--- src/rtl/ps2_mouse_init_ctrl.sv ---
// ps2_mouse_init_ctrl: host-side PS/2 mouse bring-up sequencer.
// Sends Reset (FF) and checks ACK/BAT/ID (FA, AA, 00), then sends Enable
// Data Reporting (F4) and checks its ACK. When that ACK arrives, the block
// hands the bus to the packet receiver through enable_send.
// Any failure retries the whole sequence, up to MAX_RETRY times, and after
// that the block parks in ERROR.
// Optional macro SAMPLE_RATE_EN: inserts F3 + SAMPLE_RATE (each ACKed)
// between the ID check and F4.
module ps2_mouse_init_ctrl #(
  parameter int         INHIBIT_CYCLES = 5000,
  parameter int         RESP_TIMEOUT   = 25000000,
  parameter int         MAX_RETRY      = 3,
  parameter logic [7:0] SAMPLE_RATE    = 8'd100
) (
  input  logic       clk,
  input  logic       reset,
  input  logic       start,
  input  logic       ps2_clk_in,
  input  logic       ps2_data_in,
  output logic       ps2_clk_oe,
  output logic       ps2_data_oe,
  output logic       enable_send,
  output logic       init_done,
  output logic       init_error,
  output logic [1:0] retry_count,
  output logic [3:0] state_dbg
);

  // One timer serves both the inhibit hold and the response timeout.
  // It assumes RESP_TIMEOUT > INHIBIT_CYCLES.
  localparam int TIMER_W = $clog2(RESP_TIMEOUT + 1);
  localparam logic [TIMER_W-1:0] INHIBIT_LAST = TIMER_W'(INHIBIT_CYCLES - 1);
  localparam logic [TIMER_W-1:0] RESP_LAST    = TIMER_W'(RESP_TIMEOUT - 1);
  localparam logic [1:0]         RETRY_LIMIT  = 2'(MAX_RETRY);

  typedef enum logic [3:0] {
    IDLE       = 4'd0,
    SEND_FF    = 4'd1,
    WAIT_FA    = 4'd2,
    WAIT_AA    = 4'd3,
    WAIT_00    = 4'd4,
    SEND_F4    = 4'd5,
    WAIT_FA2   = 4'd6,
    STREAM     = 4'd7,
    ERROR      = 4'd8
`ifdef SAMPLE_RATE_EN
    ,
    SEND_F3    = 4'd9,
    WAIT_FA_R  = 4'd10,
    SEND_RATE  = 4'd11,
    WAIT_FA_R2 = 4'd12
`endif
  } state_t;

  typedef enum logic [1:0] {
    TX_INHIBIT = 2'd0,
    TX_START   = 2'd1,
    TX_BITS    = 2'd2,
    TX_ACK     = 2'd3
  } tx_phase_t;

  logic clk_meta, clk_sync, clk_sync_d;
  logic data_meta, data_sync;
  logic fall;

  state_t              state_reg, state_next, after_state;
  tx_phase_t           tx_phase_reg, tx_phase_next;
  logic [TIMER_W-1:0]  timer_reg, timer_next;
  logic [3:0]          bit_cnt_reg, bit_cnt_next;
  logic                tx_bit_reg, tx_bit_next;
  logic [9:0]          rx_shift_reg, rx_shift_next;
  logic [1:0]          retry_reg, retry_next;

  logic       is_send, is_wait;
  logic [7:0] send_byte, expect_byte;
  logic [9:0] tx_frame;
  logic [10:0] rx_frame;
  logic       advance, fail, reload;

  // Two-flop synchronizers on both raw lines plus a delayed clock copy for edge detect.
  always_ff @(posedge clk) begin
    if (reset) begin
      clk_meta   <= 1'b0;
      clk_sync   <= 1'b0;
      clk_sync_d <= 1'b0;
      data_meta  <= 1'b0;
      data_sync  <= 1'b0;
    end else begin
      clk_meta   <= ps2_clk_in;
      clk_sync   <= clk_meta;
      clk_sync_d <= clk_sync;
      data_meta  <= ps2_data_in;
      data_sync  <= data_meta;
    end
  end

  assign fall = clk_sync_d & ~clk_sync;

  // State register for the main FSM and its transmit/receive bookkeeping.
  always_ff @(posedge clk) begin
    if (reset) begin
      state_reg    <= IDLE;
      tx_phase_reg <= TX_INHIBIT;
      timer_reg    <= '0;
      bit_cnt_reg  <= '0;
      tx_bit_reg   <= 1'b0;
      rx_shift_reg <= '0;
      retry_reg    <= '0;
    end else begin
      state_reg    <= state_next;
      tx_phase_reg <= tx_phase_next;
      timer_reg    <= timer_next;
      bit_cnt_reg  <= bit_cnt_next;
      tx_bit_reg   <= tx_bit_next;
      rx_shift_reg <= rx_shift_next;
      retry_reg    <= retry_next;
    end
  end

  // Per-state decode: which byte to send or expect, and where success leads.
  always_comb begin
    is_send     = 1'b0;
    is_wait     = 1'b0;
    // The rate byte is the fallback; only SEND_RATE ever transmits it.
    send_byte   = SAMPLE_RATE;
    expect_byte = 8'hFA;
    after_state = state_reg;
    case (state_reg)
      SEND_FF:    begin is_send = 1'b1; send_byte = 8'hFF; after_state = WAIT_FA; end
      WAIT_FA:    begin is_wait = 1'b1; expect_byte = 8'hFA; after_state = WAIT_AA; end
      WAIT_AA:    begin is_wait = 1'b1; expect_byte = 8'hAA; after_state = WAIT_00; end
`ifdef SAMPLE_RATE_EN
      WAIT_00:    begin is_wait = 1'b1; expect_byte = 8'h00; after_state = SEND_F3; end
      SEND_F3:    begin is_send = 1'b1; send_byte = 8'hF3; after_state = WAIT_FA_R; end
      WAIT_FA_R:  begin is_wait = 1'b1; expect_byte = 8'hFA; after_state = SEND_RATE; end
      SEND_RATE:  begin is_send = 1'b1; after_state = WAIT_FA_R2; end
      WAIT_FA_R2: begin is_wait = 1'b1; expect_byte = 8'hFA; after_state = SEND_F4; end
`else
      WAIT_00:    begin is_wait = 1'b1; expect_byte = 8'h00; after_state = SEND_F4; end
`endif
      SEND_F4:    begin is_send = 1'b1; send_byte = 8'hF4; after_state = WAIT_FA2; end
      WAIT_FA2:   begin is_wait = 1'b1; expect_byte = 8'hFA; after_state = STREAM; end
      default:    ;
    endcase
  end

  // Host frame as presented after each device falling edge: D0..D7, odd parity, stop.
  assign tx_frame = {1'b1, ~^send_byte, send_byte};
  // Receive frame once the current data bit is shifted in: start, D0..D7, parity, stop.
  assign rx_frame = {data_sync, rx_shift_reg};

  // Next-state logic: transmit phases, receive shifting, timeout and retry policy.
  always_comb begin
    state_next    = state_reg;
    tx_phase_next = tx_phase_reg;
    timer_next    = timer_reg;
    bit_cnt_next  = bit_cnt_reg;
    tx_bit_next   = tx_bit_reg;
    rx_shift_next = rx_shift_reg;
    retry_next    = retry_reg;
    advance       = 1'b0;
    fail          = 1'b0;
    reload        = 1'b0;

    if (is_send) begin
      case (tx_phase_reg)
        TX_INHIBIT: if (timer_reg == INHIBIT_LAST) begin
          tx_phase_next = TX_START;
          tx_bit_next   = 1'b0;
        end
        TX_START: tx_phase_next = TX_BITS;
        TX_BITS: if (fall) begin
          tx_bit_next = tx_frame[bit_cnt_reg];
          if (bit_cnt_reg == 4'd9) tx_phase_next = TX_ACK;
          else bit_cnt_next = bit_cnt_reg + 4'd1;
        end
        TX_ACK: if (fall) begin
          if (!data_sync) advance = 1'b1;
          else fail = 1'b1;
        end
        default: ;
      endcase
    end

    if (is_wait && fall) begin
      rx_shift_next = rx_frame[10:1];
      if (bit_cnt_reg == 4'd10) begin
        if (!rx_frame[0] && rx_frame[10] && (^rx_frame[9:1]) && (rx_frame[8:1] == expect_byte))
          advance = 1'b1;
        else
          fail = 1'b1;
      end else begin
        bit_cnt_next = bit_cnt_reg + 4'd1;
      end
    end

    // A byte completing on the last allowed cycle still counts as on time.
    if (is_send || is_wait) begin
      timer_next = timer_reg + TIMER_W'(1);
      if (timer_reg == RESP_LAST && !advance) fail = 1'b1;
    end

    if (start) begin
      state_next = SEND_FF;
      retry_next = '0;
      reload     = 1'b1;
    end else if (advance) begin
      state_next = after_state;
      reload     = 1'b1;
    end else if (fail) begin
      if (retry_reg < RETRY_LIMIT) begin
        retry_next = retry_reg + 2'd1;
        state_next = SEND_FF;
      end else begin
        state_next = ERROR;
      end
      reload = 1'b1;
    end

    // Every entry into a SEND/WAIT state starts with fresh counters and a released data line.
    if (reload) begin
      tx_phase_next = TX_INHIBIT;
      timer_next    = '0;
      bit_cnt_next  = '0;
      tx_bit_next   = 1'b1;
      rx_shift_next = '0;
    end
  end

  // Line drivers and status; start and failures release the lines in the same cycle.
  always_comb begin
    ps2_clk_oe  = 1'b0;
    ps2_data_oe = 1'b0;
    if (is_send && !start && !fail) begin
      ps2_clk_oe  = (tx_phase_reg == TX_INHIBIT) || (tx_phase_reg == TX_START);
      ps2_data_oe = ((tx_phase_reg == TX_START) || (tx_phase_reg == TX_BITS)) && !tx_bit_reg;
    end
    enable_send = (state_reg == STREAM) && !start;
    init_done   = (state_reg == STREAM);
    init_error  = (state_reg == ERROR);
    retry_count = retry_reg;
    state_dbg   = state_reg;
  end

endmodule

--- config.mk ---
export PLATFORM = sky130hd
export DESIGN_NAME = ps2_mouse_init_ctrl
export DESIGN_NICKNAME = d
export VERILOG_FILES = /design/src/rtl/ps2_mouse_init_ctrl.sv
export SDC_FILE = /design/constraint.sdc
export NUM_CORES = 1
export LEC_CHECK = 0
export ABC_AREA = 1
export CAP_MARGIN = 20
export CORE_UTILIZATION = 30
export CTS_CLUSTER_DIAMETER = 50
export DETAILED_ROUTE_END_ITERATION = 7
export HOLD_SLACK_MARGIN = 0.08
export PLACE_DENSITY = 0.51
export RECOVER_POWER = 25
export SLEW_MARGIN = 40
export SYNTH_ARGS = -nofsm -noshare
export SYNTH_HDL_FRONTEND = slang
export SYNTH_SLANG_ARGS = --single-unit
--- constraint.sdc ---
create_clock -name clk -period 6.25 [get_ports clk]
set_clock_uncertainty 0.2 [all_clocks]
set_input_delay 1.25 -clock clk [delete_from_list [all_inputs] [get_ports clk]]
set_output_delay 1.25 -clock clk [all_outputs]
set_load 0.03 [all_outputs]
# Yosys cells after proc, flatten, opt, wreduce, memory -nomap -nowiden
# Index checks and enable logic that the tools add are counted.
# op_classes
n_lt_le_gt_ge,2
n_reduce_logical,34
mux,47
n_addsub,3
eq_ne,23
bitwise_logic,3
# ops
cell,n
two-way mux 4 bit,9
one-hot mux 8 bit (2 select lines),2
two-way mux 1 bit,29
adder 25 x 1 -> 25 bit (second input constant),1
equality test 25 x 13 -> 1 bit (second input constant),1
equality test 25 bit (second input constant),1
one-hot mux 4 bit (6 select lines),1
equality test 4 x 3 -> 1 bit (second input constant),4
equality test 4 bit (second input constant),3
logical AND 1 bit,9
nonzero test 3 bit,3
XOR reduction 9 bit,1
equality test 4 x 2 -> 1 bit (second input constant),2
equality test 8 bit,1
!= test 8 x 2 -> 1 bit (second input constant),1
XNOR reduction 8 bit,1
!= test 7 x 1 -> 1 bit (second input constant),1
two-way mux 2 bit,3
!= test 2 bit (second input constant),3
!= test 3 bit (second input constant),2
one-hot mux 2 bit (3 select lines),1
OR reduction 2 bit,3
zero test 1 bit,5
less-than comparator 4 x 5 -> 1 bit (second input constant),1
18 further kinds,24
# word_totals
inputBits,5
wordCells,125
reg_bits,53
out_inout_bits,11

# Logic depth before layout (Yosys ltp)
# logic_depth
depth_word,17
ltp_mapped,16
depth_no_buf,15

# Worst setup path after synthesis
# No wires, ideal clock.
# synth_timing
path_type,reg-to-output
start,"register state_reg[1], in the netlist state_dbg[1]"
end,output ps2_data_oe
required_time_ps,4800
t_arrival_ps,2207
path_buffers,0
stages_incl_launch_ff,11
setup_slack_ps,2593
path_cell_list,dfxtp_1 -> nand2_2 -> nor2_4 -> nor2_2 -> nand2_2 -> nand2_4 -> nor2_8 -> nand3_2 -> nand3_2 -> nand4_1 -> nor3_1
# synth_between
elab_chain_len,14
elab_cells_between_ends,31
# synth_rtl
item,line,source
from (decl),66,"state_t state_reg, state_next, after_state;"
from (signal assigned),110,state_reg <= state_next;
"equality test 4 x 3 -> 1 bit, or another cell as far along",128,case (state_reg)
one-hot mux 8 bit (2 select lines) or OR reduction 2 bit (tied branches),--,
equality test 8 bit or two-way mux 1 bit (tied branches),"188, 128",
logical AND 1 bit or two-way mux 1 bit (tied branches),"188, 165",
two-way mux 1 bit,188,if (!rx_frame[0] && rx_frame[10] && (^rx_frame[9:1]) && (rx_frame[8:1] == expect_byte))
two-way mux 1 bit,187,if (bit_cnt_reg == 4'd10) begin
two-way mux 1 bit,185,if (is_wait && fall) begin
zero test 1 bit,200,if (timer_reg == RESP_LAST && !advance) fail = 1'b1;
logical AND 1 bit,200,
two-way mux 1 bit,200,
two-way mux 1 bit,198,if (is_send || is_wait) begin
zero test 1 bit,234,if (is_send && !start && !fail) begin
logical AND 1 bit (*),234,
two-way mux 1 bit (*),234,
to (decl),21,"output logic ps2_data_oe,"
# Mark *: on every way between the ends. The rest lies on a longest branch, timed or not.

# Worst setup path in the final report
# layout_timing
start,"register state_reg[2], in the netlist state_dbg[2]"
end,output ps2_clk_oe
# layout_between
elab_chain_len,14
elab_cells_between_ends,31
# layout_rtl
item,line,source
"equality test 4 x 3 -> 1 bit, or another cell as far along",128,
one-hot mux 8 bit (2 select lines) or OR reduction 2 bit (tied branches),--,
equality test 8 bit or two-way mux 1 bit (tied branches),"188, 128",
logical AND 1 bit or two-way mux 1 bit (tied branches),"188, 165",
two-way mux 1 bit,188,
two-way mux 1 bit,187,
two-way mux 1 bit,185,
zero test 1 bit,200,
logical AND 1 bit,200,
two-way mux 1 bit,200,
two-way mux 1 bit,198,
zero test 1 bit,234,
logical AND 1 bit (*),234,
two-way mux 1 bit (*),234,
to (decl),20,"output logic ps2_clk_oe,"
# Marked as above.

==> impl_metrics.toml <==
[clock_tree]
cts_sinks = 53
clk_pin_slew_worst_paths_ns = 0.07
cts_root_buf = "clkbuf_16"
cts_made_buffers = 5
postCtsSetupBuffers = 0
htreeDepth = 2
cts_tree = "yes"
holdBufCountCts = 0
cts_resized = 0
clk-insertion-delay-late_ns = 0.30
clockBufferDepth = 2

[synth]
synth_top_family_by_area = "simple AND/OR/NAND/NOR gates"
synth_area_leaders = "dfxtp_1, nor2_4, nand2_1"
synth_simple_gate_area_share_pct = 43.15
yosysTopAreaCellShare_pct = 30.57
ys_seq_elements = 53
ys.flop_type = "dfxtp_1"
synth_edf_count = 0
synth_adder_area_share_pct = 3.605
yosysSeqAreaShare_pct = 30.57
netlist_area_um2 = 3471
synthArstFlopShare_pct = 0
synth.largest_area_cell = "dfxtp_1"
synth_mux_area_share_pct = 0.2884
synth-xor-area-share_pct = 7.318
ys_types = 33
ys_warn_count = 0
syn_inst = 451
synth_compound_area_share_pct = 5.552
synth_nets = 466
syn_area_per_cell_um2 = 7.696
yosysMostFrequentCell = "nand2_1"
synth.top_cells.by_count = "nand2_1, inv_1, dfxtp_1"

[cells_and_area]
n_fill_cell = 1209
fin_nets = 482
final_cell_area_um2 = 3804
antenna_cells = 0
fin_util_pct = 34.33
largest_reg_flops = 25
drive_above_1_share_pct = 16.88
regArea_um2 = 1061
multi_input_area_um2 = 2029
syn_to_final_growth_pct = 9.589

[place]
dp_slack_ns = 1.938
dpl_cell_area_um2 = 3709
portBuffers = 15
gp_congestion = 0.8151
dp_hpwl_um = 5010

[sta]
max_slew_margin_pct = -44.65
setup_tns_ns = 0
setup_violations = 0
worst_pin_slew_ns = 2.162
slew_violations = 42
hold_viol = 0
fmax_mhz = 212.4
layout_min_cycle_time_ns = 4.708
whs_ns = 0.2059
worst_slack_ns = 1.542
rsz0062_at_grt = "no"
fin_crit_sh_pct = 75.33

[drt]
drc = 0
finalWirelength_um = 6593
drt-pass1-iter-count = 4
drt_iter0_drc = 79
drt-wirelength-per-cell_um = 10.84
ant_nets = 0
vias = 2680
via_per_inst = 4.408

[power_and_ir_drop]
powerDensity_nw_per_um2 = 172.7
vdd_drop_max_v = 0.00009562
leakagePower_nw = 1.387

[die]
die_area_um2 = 12000
num_rows = 38
initial_core_util_pct = 31.33
fp.dieH_um = 109.6
io-pin-count = 16
core_um2 = 11080
die_w_um = 109.6

[worst_setup_path]
cp.required_ns = 4.80
reg2reg_depth = 13
r2r-start = "state_dbg[2]"
worstSetupStartpointType = "flop"
setup.worst_path.end_class = "output port"
critical_path_class = "reg2out"
reg2reg_to = "timer_reg[21]"
critPathMaxFanout = 6
worst_ep_arrival_time_ns = 3.26
rrSetupSlack_ns = 1.64

[global_route]
grt_pass1_vias = 2515
antenna_found_initial = 0
track_usage_pct = 12.16
grt_max_degree = 42
grt_first_pass_wirelength_um = 11450
overflow = 0

[min_path]
min_delay_worst_endpoint = "clk_sync"
hold_start = "clk_meta"
hp-class = "reg2reg"
min_path_cells = 2

[status]
run_status = "finished, violations left"
violations = "max-capacitance violations, max-slew violations"

[run]
max_cap_violations = 1
==> worst max-delay path, cell delays in order, from the launching register on <==
cell and delay [ns]:
dfxtp_1 0.44, nand2_1 0.17, inv_2 0.08, nand2_1 0.06
nand2_1 0.27, clkinvlp_2 0.30, nor2_1 0.31, nand3b_4 0.12
nor2_1 0.24, nand3_1 0.17, nand4_1 0.15, nor2_1 0.05
clkdlybuf4s50_1 0.59
==> cells in the final DEF, fill, tap and decap left out, drive strengths merged, types with 6 or more instances in the layout <==
cell,n
nand2,100
nor2,97
inv,64
dfxtp,53
xor2,23
nand3,23
o21ai,22
clkdlybuf4s50,14
nand4,13
a21oi,12
ha,10
nor3,9
xnor2,6
nor4,6
==> stage by stage <==
step	std cells	power (mW)
after floorplan	451	0.3827
after CTS	608	0.6703
after detailed placement	600	0.3869
after global placement	600	0.3868
final	608	0.6570
after global routing	608	0.6871
==> how the worst max path moves through the flow <==
stage | startpoint | to | slack (ns) | cells past startpoint
2_1_floorplan | state_dbg[1] | ps2_data_oe | 2.59 | 10
3_3_place_gp | start | ps2_data_oe | 1.99 | 5
3_5_place_dp | start | ps2_data_oe | 1.94 | 5
4_1_cts | start | ps2_data_oe | 1.93 | 5
5_1_grt | state_dbg[2] | ps2_clk_oe | 1.25 | 12
6_report | state_dbg[2] | ps2_clk_oe | 1.54 | 12
==> power breakdown <==
part | total (mW) | switching [mW] | leakage, nW | internal, mW
Clock | 0.281 | 0.131 | 0.0702 | 0.149
Sequential | 0.342 | 0.00183 | 0.428 | 0.340
Combinational | 0.0344 | 0.0250 | 0.888 | 0.00941
==> logic make-up (layout without fill, tap and decap cells) <==
kind of cell               count (synthesis)  in the layout
AOI/OAI and AO/OA                         35             35
xor gates and xnor gates                  29             29
adders and majority gates                 10             10
buffers and inverters                     70             87
DFF                                       53             53
muxes                                      1              1
and+or+nand+nor                          253            253
==> area by class of cell <==
type / count / share of cell area (%)
tap: 140 / 4.605
clock buffer: 5 / 3.289
sequential: 53 / 27.89
timing repair buffer: 15 / 3.947
clock inverter: 3 / 0.5592
multi-input combinational: 328 / 53.36
inverter: 64 / 6.349
==> metal layers <==
layer	GRT usage [%]	vias to the layer above	share of wire [%]
met1	15.99	1209	52
li1	-	1441	-
met4	4.667	0	2.2
met2	19.32	21	44
met3	2.667	9	2.3
met5	0	-	0
(Power assumes the default switching activity.)
